## config.mk

```make
export PLATFORM = sky130hd
export DESIGN_NAME = conv2d_layer_ctrl
export DESIGN_NICKNAME = d
export VERILOG_FILES = /design/src/rtl/conv2d_layer_ctrl.sv
export SDC_FILE = /design/constraint.sdc
export NUM_CORES = 1
export LEC_CHECK = 0
export CORE_UTILIZATION = 45
export DETAILED_ROUTE_END_ITERATION = 8
export GPL_TIMING_DRIVEN = 0
export PLACE_DENSITY = 0.74
export SLEW_MARGIN = 10
export SYNTH_ARGS = -nofsm -noshare
export SYNTH_HDL_FRONTEND = slang
export SYNTH_SLANG_ARGS = --single-unit
```

## constraint.sdc

```tcl
create_clock -name clk -period 4.1 [get_ports clk]
set_clock_uncertainty 0.1 [all_clocks]
set_input_delay 0.82 -clock clk [delete_from_list [all_inputs] [get_ports clk]]
set_output_delay 0.82 -clock clk [all_outputs]
set_load 0.05 [all_outputs]
```

## src/rtl/conv2d_layer_ctrl.sv

```systemverilog
// Sequencer for one conv2d layer bank: weight load, gated pixel stream with sof, output beat counting.
// Optional watchdog on LOAD/DRAIN stalls is compiled in with `define CONV_CTRL_TIMEOUT_EN.
module conv2d_layer_ctrl #(
  parameter int IMG_W   = 64,
  parameter int IMG_H   = 64,
  parameter int OUT_W   = 31,
  parameter int OUT_H   = 31,
  parameter int TIMEOUT = 4096
) (
  input  logic        clk,
  input  logic        rst,
  input  logic        cfg_start,
  output logic        conv_load,
  input  logic        conv_load_success,
  input  logic        s_valid,
  output logic        s_ready,
  input  logic [31:0] s_data,
  output logic        conv_input_valid,
  output logic        conv_sof,
  output logic [31:0] conv_d_in,
  input  logic        conv_output_valid,
  output logic        frame_done,
  output logic        busy,
  output logic        err_timeout
);

  localparam int IN_TOTAL  = IMG_W * IMG_H;
  localparam int OUT_TOTAL = OUT_W * OUT_H;
  localparam int IN_CW     = $clog2(IN_TOTAL + 1);
  localparam int OUT_CW    = $clog2(OUT_TOTAL + 1);
  localparam logic [IN_CW-1:0]  IN_LAST  = IN_CW'(IN_TOTAL);
  localparam logic [OUT_CW-1:0] OUT_LAST = OUT_CW'(OUT_TOTAL);

  typedef enum logic [2:0] {IDLE, LOAD, READY, STREAM, DRAIN} state_t;

  state_t              state;
  logic [IN_CW-1:0]    in_cnt;
  logic [IN_CW-1:0]    in_nxt;
  logic [OUT_CW-1:0]   out_cnt;
  logic [OUT_CW-1:0]   out_nxt;
  logic                accept;
  logic                last_acc;
  logic                out_en;
  logic                done;

  assign s_ready  = (state == READY) || ((state == STREAM) && (in_cnt < IN_LAST));
  assign accept   = s_valid && s_ready;
  assign in_nxt   = in_cnt + IN_CW'(1);
  assign last_acc = accept && (in_nxt == IN_LAST);
  assign out_en   = conv_output_valid && ((state == STREAM) || (state == DRAIN)) &&
                    (out_cnt != OUT_LAST);
  assign out_nxt  = out_en ? out_cnt + OUT_CW'(1) : out_cnt;
  // The final output beat may coincide with the final accepted pixel, finishing straight from STREAM.
  assign done     = (out_nxt == OUT_LAST) &&
                    ((state == DRAIN) || ((state == STREAM) && last_acc));
  assign busy     = (state == LOAD) || (state == STREAM) || (state == DRAIN);

`ifdef CONV_CTRL_TIMEOUT_EN
  localparam int WD_W = $clog2(TIMEOUT + 1);

  logic [WD_W-1:0] wd_cnt;
  logic            stall;
  logic            wd_fire;

  assign stall   = ((state == LOAD) && !conv_load_success) ||
                   ((state == DRAIN) && !conv_output_valid);
  assign wd_fire = stall && (wd_cnt == WD_W'(TIMEOUT - 1));

  always_ff @(posedge clk or posedge rst) begin
    if (rst) begin
      wd_cnt      <= '0;
      err_timeout <= 1'b0;
    end else begin
      if (!stall || wd_fire) wd_cnt <= '0;
      else                   wd_cnt <= wd_cnt + WD_W'(1);
      if (wd_fire) err_timeout <= 1'b1;
    end
  end
`else
  // Constant low; the comparison only keeps TIMEOUT referenced in this build.
  assign err_timeout = (TIMEOUT < 0);
`endif

  always_ff @(posedge clk or posedge rst) begin
    if (rst) begin
      state            <= IDLE;
      in_cnt           <= '0;
      out_cnt          <= '0;
      conv_load        <= 1'b0;
      conv_input_valid <= 1'b0;
      conv_sof         <= 1'b0;
      conv_d_in        <= '0;
      frame_done       <= 1'b0;
    end else begin
      // Pixel path: one registered stage between the upstream handshake and the layer.
      conv_input_valid <= accept;
      conv_sof         <= accept && (state == READY);
      if (accept) conv_d_in <= s_data;
      frame_done <= 1'b0;

      case (state)
        IDLE: begin
          if (cfg_start) begin
            conv_load <= 1'b1;
            state     <= LOAD;
          end
        end
        LOAD: begin
          if (conv_load_success) begin
            conv_load <= 1'b0;
            state     <= READY;
          end
`ifdef CONV_CTRL_TIMEOUT_EN
          else if (wd_fire) begin
            conv_load <= 1'b0;
            state     <= IDLE;
          end
`endif
        end
        READY: begin
          if (accept) begin
            in_cnt <= in_nxt;
            state  <= STREAM;
          end
        end
        STREAM: begin
          out_cnt <= out_nxt;
          if (accept) in_cnt <= in_nxt;
          if (done) begin
            frame_done <= 1'b1;
            in_cnt     <= '0;
            out_cnt    <= '0;
            state      <= READY;
          end else if (last_acc) begin
            state <= DRAIN;
          end
        end
        DRAIN: begin
          out_cnt <= out_nxt;
          if (done) begin
            frame_done <= 1'b1;
            in_cnt     <= '0;
            out_cnt    <= '0;
            state      <= READY;
          end
`ifdef CONV_CTRL_TIMEOUT_EN
          else if (wd_fire) begin
            in_cnt  <= '0;
            out_cnt <= '0;
            state   <= READY;
          end
`endif
        end
        default: state <= IDLE;
      endcase
    end
  end

endmodule
```

==> results of run 1 <==
## area by class of cell
class | count | area, um^2
multi-input combinational | 263 | 1430
tap | 77 | 96.3
clock inverter | 6 | 38.8
inverter | 9 | 36.3
clock buffer | 10 | 128
buffer | 18 | 87.6
timing repair buffer | 75 | 751
fill | 541 | 2380
sequential | 62 | 1550
## worst min-delay path by stage
stage / from / end / slack, ns
floorplan: out_cnt[3]$_DFFE_PP0N_ / out_cnt[3]$_DFFE_PP0N_ / 0.39
global placement: conv_d_in[1]$_DFFE_PP0N_ / conv_d_in[1]$_DFFE_PP0N_ / 0.36
detailed placement: conv_d_in[30]$_DFFE_PP0N_ / conv_d_in[30]$_DFFE_PP0N_ / 0.36
CTS: conv_d_in[9]$_DFFE_PP0N_ / conv_d_in[9]$_DFFE_PP0N_ / 0.38
global route: conv_d_in[27]$_DFFE_PP0N_ / conv_d_in[27]$_DFFE_PP0N_ / 0.41
finish: conv_d_in[9]$_DFFE_PP0N_ / conv_d_in[9]$_DFFE_PP0N_ / 0.37
## stage by stage
stage	cell area, um^2	util (%)
CTS	4120	63.4
floorplan	3100	-
global placement	3950	60.8
global route	4120	63.4
finish	4120	63.4
detailed placement	3950	60.8
## worst max-delay path: cells and delay by family, from the launching register on
kind / cells / cell delay (ns)
compound gates: 3 / 0.99
fa+ha+maj: 1 / 0.14
buf+inv: 1 / 0.10
flops: 1 / 0.44
simple gates: 4 / 1.38
## Yosys cell counts (2+ instances only)
cell / instances / area share, %
xor2_1: 6 / 1.7
and3_1: 3 / 0.61
a21boi_0: 2 / 0.48
xnor2_1: 9 / 2.5
buf_1: 2 / 0.24
a31oi_1: 2 / 0.40
ha_1: 4 / 1.6
nor3_1: 11 / 1.8
nor3b_1: 2 / 0.48
buf_6: 2 / 0.73
a31o_1: 4 / 1.1
nor4_1: 2 / 0.40
dfrtp_1: 62 / 50
o22a_1: 2 / 0.57
nor2_1: 25 / 3.0
nand4_1: 5 / 1.0
nand3b_1: 5 / 1.2
a211o_1: 2 / 0.57
o211ai_1: 2 / 0.48
clkbuf_1: 12 / 1.5
o21ai_0: 10 / 1.6
and2_1: 4 / 0.81
or4_1: 2 / 0.48
nand2b_1: 3 / 0.61
o22ai_1: 4 / 0.81
nand3_1: 11 / 1.8
a21oi_1: 5 / 0.81
nand2_1: 113 / 14
mux2i_1: 4 / 1.3
a211oi_1: 2 / 0.48
inv_1: 9 / 1.1
## flip-flops by register name (all words and copies together), names as in the netlist
signal            count
out_cnt              10
frame_done            1
conv_sof              1
conv_input_valid      1
conv_load             1
in_cnt               13
state                 3
conv_d_in            32
## routing by layer
| layer | track usage (%) | vias to the layer above | share of wire [%] |
|---|---|---|---|
| li1 | - | 1358 | - |
| met4 | 12.6 | 0 | 3.6 |
| met3 | 4.77 | 20 | 4.0 |
| met2 | 33.9 | 67 | 49 |
| met1 | 27.3 | 1289 | 43 |
| met5 | 0 | - | 0 |
## logic make-up after synthesis
| group | after synthesis | share of synthesized area [%] |
|---|---|---|
| muxes | 4 | 1.29 |
| adders and majority gates | 4 | 1.61 |
| xor gates and xnor gates | 15 | 4.24 |
| DFF | 62 | 50.1 |
| other | 1 | 0.121 |
| buffers and inverters | 27 | 3.92 |
| AOI/OAI and AO/OA | 44 | 10.1 |
| and+or+nand+nor | 195 | 28.6 |
## power groups by stage
stage	Sequential, mW	Clock (mW)	Combinational (mW)
6_report	1.00	0.474	1.53
5_1_grt	1.04	0.512	1.64
4_1_cts	1.00	0.479	1.54
3_5_place_dp	1.01	0	1.53
3_3_place_gp	1.00	0	1.51
2_1_floorplan	1.53	0	0.507
==> flow_metrics.env, run 1 <==
export IMPL_outcome="finished clean"
export IMPL_drtAntennaViolNets=0
export IMPL_cp_max_fo=9
export IMPL_worstReg2RegStart="out_cnt[1]$_DFFE_PP0N_"
export IMPL_diodes=0
export IMPL_reg2regPathDepth=9
export IMPL_pwr_share_clk_pct=15.8
export IMPL_cts_resized_gates=0
export IMPL_grt_pass1_wl_mm=12.3
export IMPL_drc=0
export IMPL_max_stage_delay_ns=0.50
export IMPL_setup_worst_path_start="out_cnt[1]$_DFFE_PP0N_"
export IMPL_crit_path_start_kind="flop"
export IMPL_combPwrFrac_pct=50.9
export IMPL_whs_path_depth=2
export IMPL_cts_hold_fix_buffers=0
export IMPL_fp_dieArea_mm2=0.00722
export IMPL_gr_total_overflow=0
export IMPL_synth_cell_types=52
export IMPL_cts_setup_buffers=0
export IMPL_stdcell_count=520
export IMPL_grt_pass1_vias=2703
export IMPL_finalNetCount=480
export IMPL_rsz0062_at_grt="no"
export IMPL_cts_buffers=9
export IMPL_place_inst=504
export IMPL_swShare_pct=47.4
export IMPL_final_setup_viol_count=0
export IMPL_die_y_um=85.0
export IMPL_clock_latency_ns=0.34
export IMPL_clk_path_buf_depth=2
export IMPL_grt_max_degree=63
export IMPL_final_cell_mix="113 x nand2_1, 75 x clkdlybuf4s50_1, 62 x dfrtp_1, 25 x nor2_1, 13 x clkbuf_1"
export IMPL_synth_edff_count=0
export IMPL_synth_seq_cells=62
export IMPL_syn_area_mm2=0.00310
export IMPL_period_needed_ns=3.25
export IMPL_setup_ws_ns=0.852
export IMPL_drv_slew=0
export IMPL_dp_hpwl_mm=5.05
export IMPL_internal_power_mw=1.58
export IMPL_clock_root_buffer="clkbuf_8"
export IMPL_numPortBuffers=75
export IMPL_ios=77
export IMPL_antenna_found_initial=0
export IMPL_p_per_area_mw_per_mm2=730
export IMPL_p_seq_share_pct=33.3
export IMPL_core_mm2=0.00649
export IMPL_fin_crit_sh_pct=79.2
export IMPL_min_path_type="flop to flop"
export IMPL_area_growth_pct=32.8
export IMPL_crit_required_ns=4.22
export IMPL_mappedNetlistNets=394
export IMPL_yosys_warnings=0
export IMPL_cts_tree="done"
export IMPL_rr_endpoint="in_cnt[3]$_DFFE_PP0P_"
export IMPL_peakVddDrop_mv=0.403
export IMPL_wl_per_cell_um=13.7
export IMPL_worst_pin_slew_ns=0.771
export IMPL_layout_cells_most_common="nand2_1"
export IMPL_cap_viol_max_count=0
export IMPL_leakage_nw=1.84
export IMPL_cts_htree_levels=3
export IMPL_vias_per_cell=5.26
export IMPL_cts_sinks=62
export IMPL_place_congestion=0.819
export IMPL_clkTransAtPathRegs_ns=0.07
export IMPL_layout_drive_gt1_share_pct=5.42
export IMPL_synthCells=352
export IMPL_finalPower_mw=3.01
export IMPL_whs_ns=0.372
export IMPL_max_freq_ghz=0.308
export IMPL_rows=29
export IMPL_tns_ns=0
export IMPL_dr_pass1_iters=5
export IMPL_crit_path_top_delay_cell="a2111o_1"
export IMPL_drt_total_wl_mm=7.11
export IMPL_die_x_um=85.0
export IMPL_p_switching_mw=1.42
export IMPL_endpoint="in_cnt[3]$_DFFE_PP0P_"
export IMPL_synth_async_reset_ratio_pct=100
export IMPL_path_class="flop to flop"
export IMPL_dp_worst_setup_slack_ns=0.577
export IMPL_slew_headroom_pct=48.6
export IMPL_vias=2734
export IMPL_avgSynthCellArea_um2=8.80
export IMPL_ys_flop_type="dfrtp_1"
export IMPL_cp_cell_sequence="inv_1 -> ha_1 -> or4b_1 -> nor4_1 -> o211ai_1 -> a2111o_1 -> nor3_4 -> nor2_2 -> a211o_1"
export IMPL_endpoint_kind="flop"
export IMPL_synth_seq_area_share_pct=50.1
export IMPL_grt_usage_pct=21.5
export IMPL_start_util_pct=47.7
export IMPL_ff2ff_setup_slack_ns=0.85
export IMPL_cp_arrival_ns=3.37
export IMPL_drtIter0Drc=120
export IMPL_finalHoldViolCount=0
Power figures use the tool's default switching activity.
==> run 2: changes to the inputs <==
--- a/config.mk
+++ b/config.mk
@@ -8,7 +8,7 @@
 export CORE_UTILIZATION = 45
 export DETAILED_ROUTE_END_ITERATION = 8
 export GPL_TIMING_DRIVEN = 0
-export PLACE_DENSITY = 0.74
+export PLACE_DENSITY = 0.77
 export SLEW_MARGIN = 10
 export SYNTH_ARGS = -nofsm -noshare
 export SYNTH_HDL_FRONTEND = slang
==> constraint.sdc (replaced) <==
create_clock -name clk -period 2.63 [get_ports clk]
set_clock_uncertainty 0.1 [all_clocks]
set_input_delay 0.526 -clock clk [delete_from_list [all_inputs] [get_ports clk]]
set_output_delay 0.526 -clock clk [all_outputs]
set_load 0.05 [all_outputs]
==> run 2 against run 1 <==
  * The flow now finishes with violations (negative setup slack)
  * Clock-buffer cell count stayed put
  * Sequential power is 59% higher
  * First-iteration DRC count is 7.5% higher
  * Clock power is 95% higher
  * Register-to-register slack worse by 1.3 ns
  * Sequential cell count stayed put
  * Critical path depth is 2 higher
  * Global-route usage is 0.58 points higher
  * Worst setup slack worse by 1.3 ns
  * Via count is 3.9% higher
  * Highest routed layer unchanged
==> flow_metrics.env, run 2 (synthesized netlist as in run 1, its figures left out) <==
export IMPL_drtAntennaViolNets=0
export IMPL_antenna_found_initial=0
export IMPL_numPortBuffers=75
export IMPL_min_path_type="flop to flop"
export IMPL_rows=29
export IMPL_met1_usage_pct=25.9
export IMPL_largest_reg_flops=32
export IMPL_clock_latency_ns=0.34
export IMPL_tns_ns=-5.55
export IMPL_cp_max_fo=4
export IMPL_stdcell_count=536
export IMPL_outcome="complete, but fails checks"
export IMPL_met3_usage_pct=4.28
export IMPL_largest_register="conv_d_in"
export IMPL_cp_arrival_ns=3.18
export IMPL_fin_crit_sh_pct=116
export IMPL_cap_viol_max_count=0
export IMPL_grt_usage_pct=22.1
export IMPL_vias_per_cell=5.30
export IMPL_grt_max_degree=63
export IMPL_die_x_um=85.0
export IMPL_start_util_pct=47.7
export IMPL_grt_busiest_layer="met2"
export IMPL_cp_top_family="compound AO/OA/AOI/OAI gates"
export IMPL_cts_htree_levels=3
export IMPL_path_class="flop to flop"
export IMPL_endpoint_kind="flop"
export IMPL_fillCellCount=499
export IMPL_p_switching_mw=2.32
export IMPL_vias=2841
export IMPL_ios=77
export IMPL_cts_hold_fix_buffers=0
export IMPL_p_per_area_mw_per_mm2=1140
export IMPL_max_stage_delay_ns=0.49
export IMPL_drc=0
export IMPL_max_freq_ghz=0.328
export IMPL_combPwrFrac_pct=50.5
export IMPL_drv_slew=0
export IMPL_crit_required_ns=2.76
export IMPL_final_setup_viol_count=17
export IMPL_finalHoldViolCount=0
export IMPL_internal_power_mw=2.76
export IMPL_fp_dieArea_mm2=0.00722
export IMPL_wl_per_cell_um=14.8
export IMPL_worst_pin_slew_ns=0.771
export IMPL_layout_drive_gt1_share_pct=14.8
export IMPL_cts_sinks=62
export IMPL_place_congestion=0.815
export IMPL_whs_ns=0.375
export IMPL_finalNetCount=496
export IMPL_pwr_share_clk_pct=18.2
export IMPL_place_inst=504
export IMPL_swShare_pct=45.6
export IMPL_diodes=0
export IMPL_dp_worst_setup_slack_ns=-0.579
export IMPL_layout_cells_most_common="nand2_1"
export IMPL_clkTransAtPathRegs_ns=0.07
export IMPL_clock_root_buffer="clkbuf_8"
export IMPL_rsz0062_at_grt="yes"
export IMPL_grt_pass1_vias=2786
export IMPL_crit_path_top_delay_cell="or4b_4"
export IMPL_grt_util_met2_pct=38.1
export IMPL_period_needed_ns=3.05
export IMPL_crit_buf_inv=3
export IMPL_largestRegisters="conv_d_in x32, in_cnt x13, out_cnt x10"
export IMPL_dr_pass1_iters=5
export IMPL_gr_total_overflow=0
export IMPL_setup_ws_ns=-0.422
export IMPL_cts_buffers=9
export IMPL_cp_cell_sequence="inv_2 -> ha_4 -> or4b_4 -> o31a_1 -> mux2i_2 -> inv_1 -> a2111o_1 -> nor3_4 -> buf_6 -> o22ai_2 -> a31o_1"
export IMPL_violations="negative setup slack"
export IMPL_crit_path_start_kind="flop"
export IMPL_area_growth_pct=43.3
export IMPL_dp_hpwl_mm=5.14
export IMPL_final_cell_mix="113 x nand2_1, 73 x clkdlybuf4s50_1, 60 x dfrtp_1, 20 x nor2_1, 16 x buf_4"
export IMPL_leakage_nw=1.96
export IMPL_drtIter0Drc=129
export IMPL_cts_tree="done"
export IMPL_grt_pass1_wl_mm=12.5
export IMPL_p_seq_share_pct=31.3
export IMPL_core_mm2=0.00649
export IMPL_peakVddDrop_mv=0.712
export IMPL_slew_headroom_pct=48.6
export IMPL_clk_path_buf_depth=2
export IMPL_drt_total_wl_mm=7.92
export IMPL_die_y_um=85.0
[run 2: changes by cell type in the layout (fill, tap and decap cells not counted), sizes merged]
cell	delta
bufinv	+2
clkinv	-1
clkdlybuf4s15	+2
buf	+16
clkdlybuf4s50	-2
clkinvlp	-1
[run 2: area by class of cell]
cell class / instances / area (um^2) / share of cell area, %
inverter: 9 / 36.3 / 0.817
multi-input combinational: 263 / 1570 / 35.4
clock buffer: 10 / 128 / 2.87
clock inverter: 6 / 86.3 / 1.94
tap: 77 / 96.3 / 2.17
sequential: 62 / 1550 / 35.0
buffer: 15 / 60.1 / 1.35
timing repair buffer: 94 / 911 / 20.5
[run 2: what timing repair did]
action,CTS,global route
gates resized for setup,19,26
gates cloned,0,0
pin swaps,12,11
setup endpoints to repair,21,22
buffers inserted,12,7
[run 2: metal layers]
layer / part of all wire [%] / up-vias
li1: - / 1390
met5: 0 / -
met3: 3.6 / 21
met2: 53 / 66
met4: 2.9 / 0
met1: 41 / 1364
[run 2: per-stage QoR]
step	util [%]	power (mW)	area (um^2)
2_1_floorplan	-	3.18	3110
3_3_place_gp	60.9	3.91	3950
3_5_place_dp	60.9	3.98	3960
4_1_cts	66.3	4.95	4310
5_1_grt	68.4	5.36	4440
6_report	68.4	5.08	4440
[run 2: worst register-to-register path: stages, from the launching register on]
cell and delay [ns]:
dfrtp_1 0.42, inv_2 0.09, ha_4 0.12, or4b_4 0.49
o31a_1 0.27, mux2i_2 0.21, inv_1 0.09, a2111o_1 0.41
nor3_4 0.32, buf_6 0.17, o22ai_2 0.05, a31o_1 0.19
[run 2: worst paths after layout]
| path | startpoint | end | slack [ns] | cells past startpoint |
|---|---|---|---|---|
| setup reg to reg | out_cnt[1]$_DFFE_PP0N_ | in_cnt[6]$_DFFE_PP0P_ | -0.42 | 11 |
| max in group asynchronous | rst | state[1]$_DFFE_PP0P_ | 1.31 | 2 |
| min in group asynchronous | rst | conv_d_in[10]$_DFFE_PP0N_ | 0.56 | 2 |
| hold reg to reg | conv_d_in[18]$_DFFE_PP0N_ | conv_d_in[18]$_DFFE_PP0N_ | 0.38 | 2 |
| setup / recovery | out_cnt[1]$_DFFE_PP0N_ | in_cnt[6]$_DFFE_PP0P_ | -0.42 | 11 |
| hold / removal | conv_d_in[18]$_DFFE_PP0N_ | conv_d_in[18]$_DFFE_PP0N_ | 0.38 | 2 |
[run 2: power groups by stage]
stage          Clock, mW  Combinational [mW]  Sequential, mW
2_1_floorplan          0               0.791            2.39
3_3_place_gp           0                2.35            1.56
3_5_place_dp           0                2.40            1.58
4_1_cts            0.938                2.44            1.57
5_1_grt            0.993                2.73            1.64
6_report           0.924                2.56            1.59
==> run 3: changes to the inputs <==
--- a/config.mk
+++ b/config.mk
@@ -8,7 +8,7 @@
 export CORE_UTILIZATION = 45
 export DETAILED_ROUTE_END_ITERATION = 8
 export GPL_TIMING_DRIVEN = 0
-export PLACE_DENSITY = 0.77
+export PLACE_DENSITY = 0.74
 export SLEW_MARGIN = 10
 export SYNTH_ARGS = -nofsm -noshare
 export SYNTH_HDL_FRONTEND = slang
==> constraint.sdc (replaced) <==
create_clock -name clk -period 3.45 [get_ports clk]
set_clock_uncertainty 0.1 [all_clocks]
set_input_delay 0.69 -clock clk [delete_from_list [all_inputs] [get_ports clk]]
set_output_delay 0.69 -clock clk [all_outputs]
set_load 0.05 [all_outputs]
==> run 3 against run 2 <==
  * The flow now finishes without violations
  * Via count is 3.8% lower
  * Sequential cell count stayed put
  * Worst setup slack better by 0.67 ns
  * Sequential share of layout area is 2.6 points higher
  * Non-clock buffer count is 16 lower
  * Total power is 30% lower
  * Clock power is 39% lower
  * Utilization is 4.9 points lower
  * Hold slack worse by 0.0033 ns
  * Cell count is 3.0% lower
  * Critical endpoint is now in_cnt[3]$_DFFE_PP0P_
  * Highest routed layer unchanged
==> flow_metrics.env, run 3 (synthesized netlist as in run 1, its figures left out) <==
export IMPL_tns_ns=0
export IMPL_numPortBuffers=75
export IMPL_diodes=0
export IMPL_wl_per_cell_um=13.7
export IMPL_grt_pass1_wl_mm=12.3
export IMPL_slew_headroom_pct=48.5
export IMPL_grt_max_degree=63
export IMPL_cp_cell_sequence="inv_1 -> ha_1 -> or4b_1 -> o31a_1 -> mux2i_1 -> inv_1 -> a2111o_1 -> nor3_4 -> nor2_2 -> a211o_1"
export IMPL_clk_path_buf_depth=2
export IMPL_leakage_nw=1.84
export IMPL_dr_pass1_iters=4
export IMPL_vias_per_cell=5.26
export IMPL_vias=2734
export IMPL_clock_root_buffer="clkbuf_8"
export IMPL_cts_tree="done"
export IMPL_drv_slew=0
export IMPL_cts_sinks=62
export IMPL_setup_ws_ns=0.250
export IMPL_final_cell_mix="113 x nand2_1, 75 x clkdlybuf4s50_1, 62 x dfrtp_1, 25 x nor2_1, 13 x clkbuf_1"
export IMPL_cts_hold_fix_buffers=0
export IMPL_cap_viol_max_count=0
export IMPL_fp_dieArea_mm2=0.00722
export IMPL_area_growth_pct=33.1
export IMPL_cp_arrival_ns=3.32
export IMPL_period_needed_ns=3.20
export IMPL_outcome="finished clean"
export IMPL_path_class="flop to flop"
export IMPL_drt_total_wl_mm=7.11
export IMPL_worst_pin_slew_ns=0.772
export IMPL_peakVddDrop_mv=0.478
export IMPL_cts_htree_levels=3
export IMPL_finalNetCount=480
export IMPL_largestRegisters="conv_d_in x32, in_cnt x13, out_cnt x10"
export IMPL_antenna_found_initial=0
export IMPL_die_y_um=85.0
export IMPL_final_setup_viol_count=0
export IMPL_clock_latency_ns=0.34
export IMPL_rsz0062_at_grt="no"
export IMPL_finalHoldViolCount=0
export IMPL_cp_max_fo=9
export IMPL_dp_hpwl_mm=5.05
export IMPL_crit_required_ns=3.57
export IMPL_cts_buffers=9
export IMPL_gr_total_overflow=0
export IMPL_layout_drive_gt1_share_pct=5.87
export IMPL_final_util_pct=63.5
export IMPL_dp_worst_setup_slack_ns=0.0568
export IMPL_drc=0
export IMPL_largest_register="conv_d_in"
export IMPL_layout_cells_most_common="nand2_1"
export IMPL_finalPower_mw=3.57
export IMPL_drtIter0Drc=122
export IMPL_ff2ff_setup_slack_ns=0.25
export IMPL_cts_setup_buffers=0
export IMPL_clkTransAtPathRegs_ns=0.07
export IMPL_die_x_um=85.0
export IMPL_rows=29
export IMPL_drtAntennaViolNets=0
export IMPL_whs_ns=0.372
export IMPL_crit_top_cell="inv_1"
export IMPL_grt_usage_pct=21.5
export IMPL_ios=77
export IMPL_cts_resized_gates=0
export IMPL_crit_path_start_kind="flop"
export IMPL_endpoint_kind="flop"
export IMPL_crit_path_top_delay_cell="or4b_1"
export IMPL_start_util_pct=47.7
export IMPL_fin_crit_sh_pct=92.7
export IMPL_max_stage_delay_ns=0.50
export IMPL_min_path_type="flop to flop"
export IMPL_max_freq_ghz=0.313
export IMPL_largest_reg_flops=32
export IMPL_core_mm2=0.00649
export IMPL_p_per_area_mw_per_mm2=866
export IMPL_place_congestion=0.819
export IMPL_grt_pass1_vias=2703
-- run 3: cell count changes in the layout (fill, tap and decap cells not counted), moves of 3 or more --
cell     before  now
o21ai_0       7   10
o22ai_2       4    0
o22ai_1       0    4
buf_4        16    1
nor2_2        5    1
nor2_1       20   25
o21ai_1       3    0
-- run 3: per-stage QoR --
stage / cell area, um^2 / instances
finish: 4130 / 520
CTS: 4120 / 520
global placement: 3950 / 504
detailed placement: 3950 / 504
global route: 4130 / 520
floorplan: 3100 / 352
-- run 3: final cells by class --
cell class / instances / area [um^2]
flip-flops and latches: 62 / 1550
fillers: 541 / 2370
multi-input cells: 263 / 1440
clock inverters: 6 / 38.8
repair buffers: 75 / 751
clock buffers: 10 / 128
plain buffers: 18 / 87.6
well taps: 77 / 96.3
inverters: 9 / 36.3
-- run 3: worst max-delay path, delay by kind of cell, from the launching register on --
family          cells  cell delay, ns
simple gates        3            0.96
fa+ha+maj           1            0.14
buf+inv             2            0.20
compound gates      3            1.00
flops               1            0.44
mux                 1            0.25
-- run 3: path summary, 6_finish.rpt --
| kind | from | end | cells past startpoint |
|---|---|---|---|
| setup / recovery | out_cnt[1]$_DFFE_PP0N_ | in_cnt[3]$_DFFE_PP0P_ | 10 |
| hold / removal | conv_d_in[9]$_DFFE_PP0N_ | conv_d_in[9]$_DFFE_PP0N_ | 2 |
| setup reg to reg | out_cnt[1]$_DFFE_PP0N_ | in_cnt[3]$_DFFE_PP0P_ | 10 |
| hold reg to reg | conv_d_in[9]$_DFFE_PP0N_ | conv_d_in[9]$_DFFE_PP0N_ | 2 |
| max in group asynchronous | rst | in_cnt[6]$_DFFE_PP0P_ | 2 |
| min in group asynchronous | rst | in_cnt[2]$_DFFE_PP0P_ | 2 |
-- run 3: layer usage --
layer	part of all wire, %	global-route usage, %	vias to the layer above
li1	-	-	1355
met1	44	27.3	1285
met2	49	33.9	74
met3	4.0	4.77	20
met4	3.6	12.6	0
met5	0	0	-
-- run 3: power by group --
group	switching, mW	leakage, nW	internal [mW]
clock	0.304	0.0820	0.258
combinational	1.19	0.985	0.623
sequential	0.194	0.774	0.997
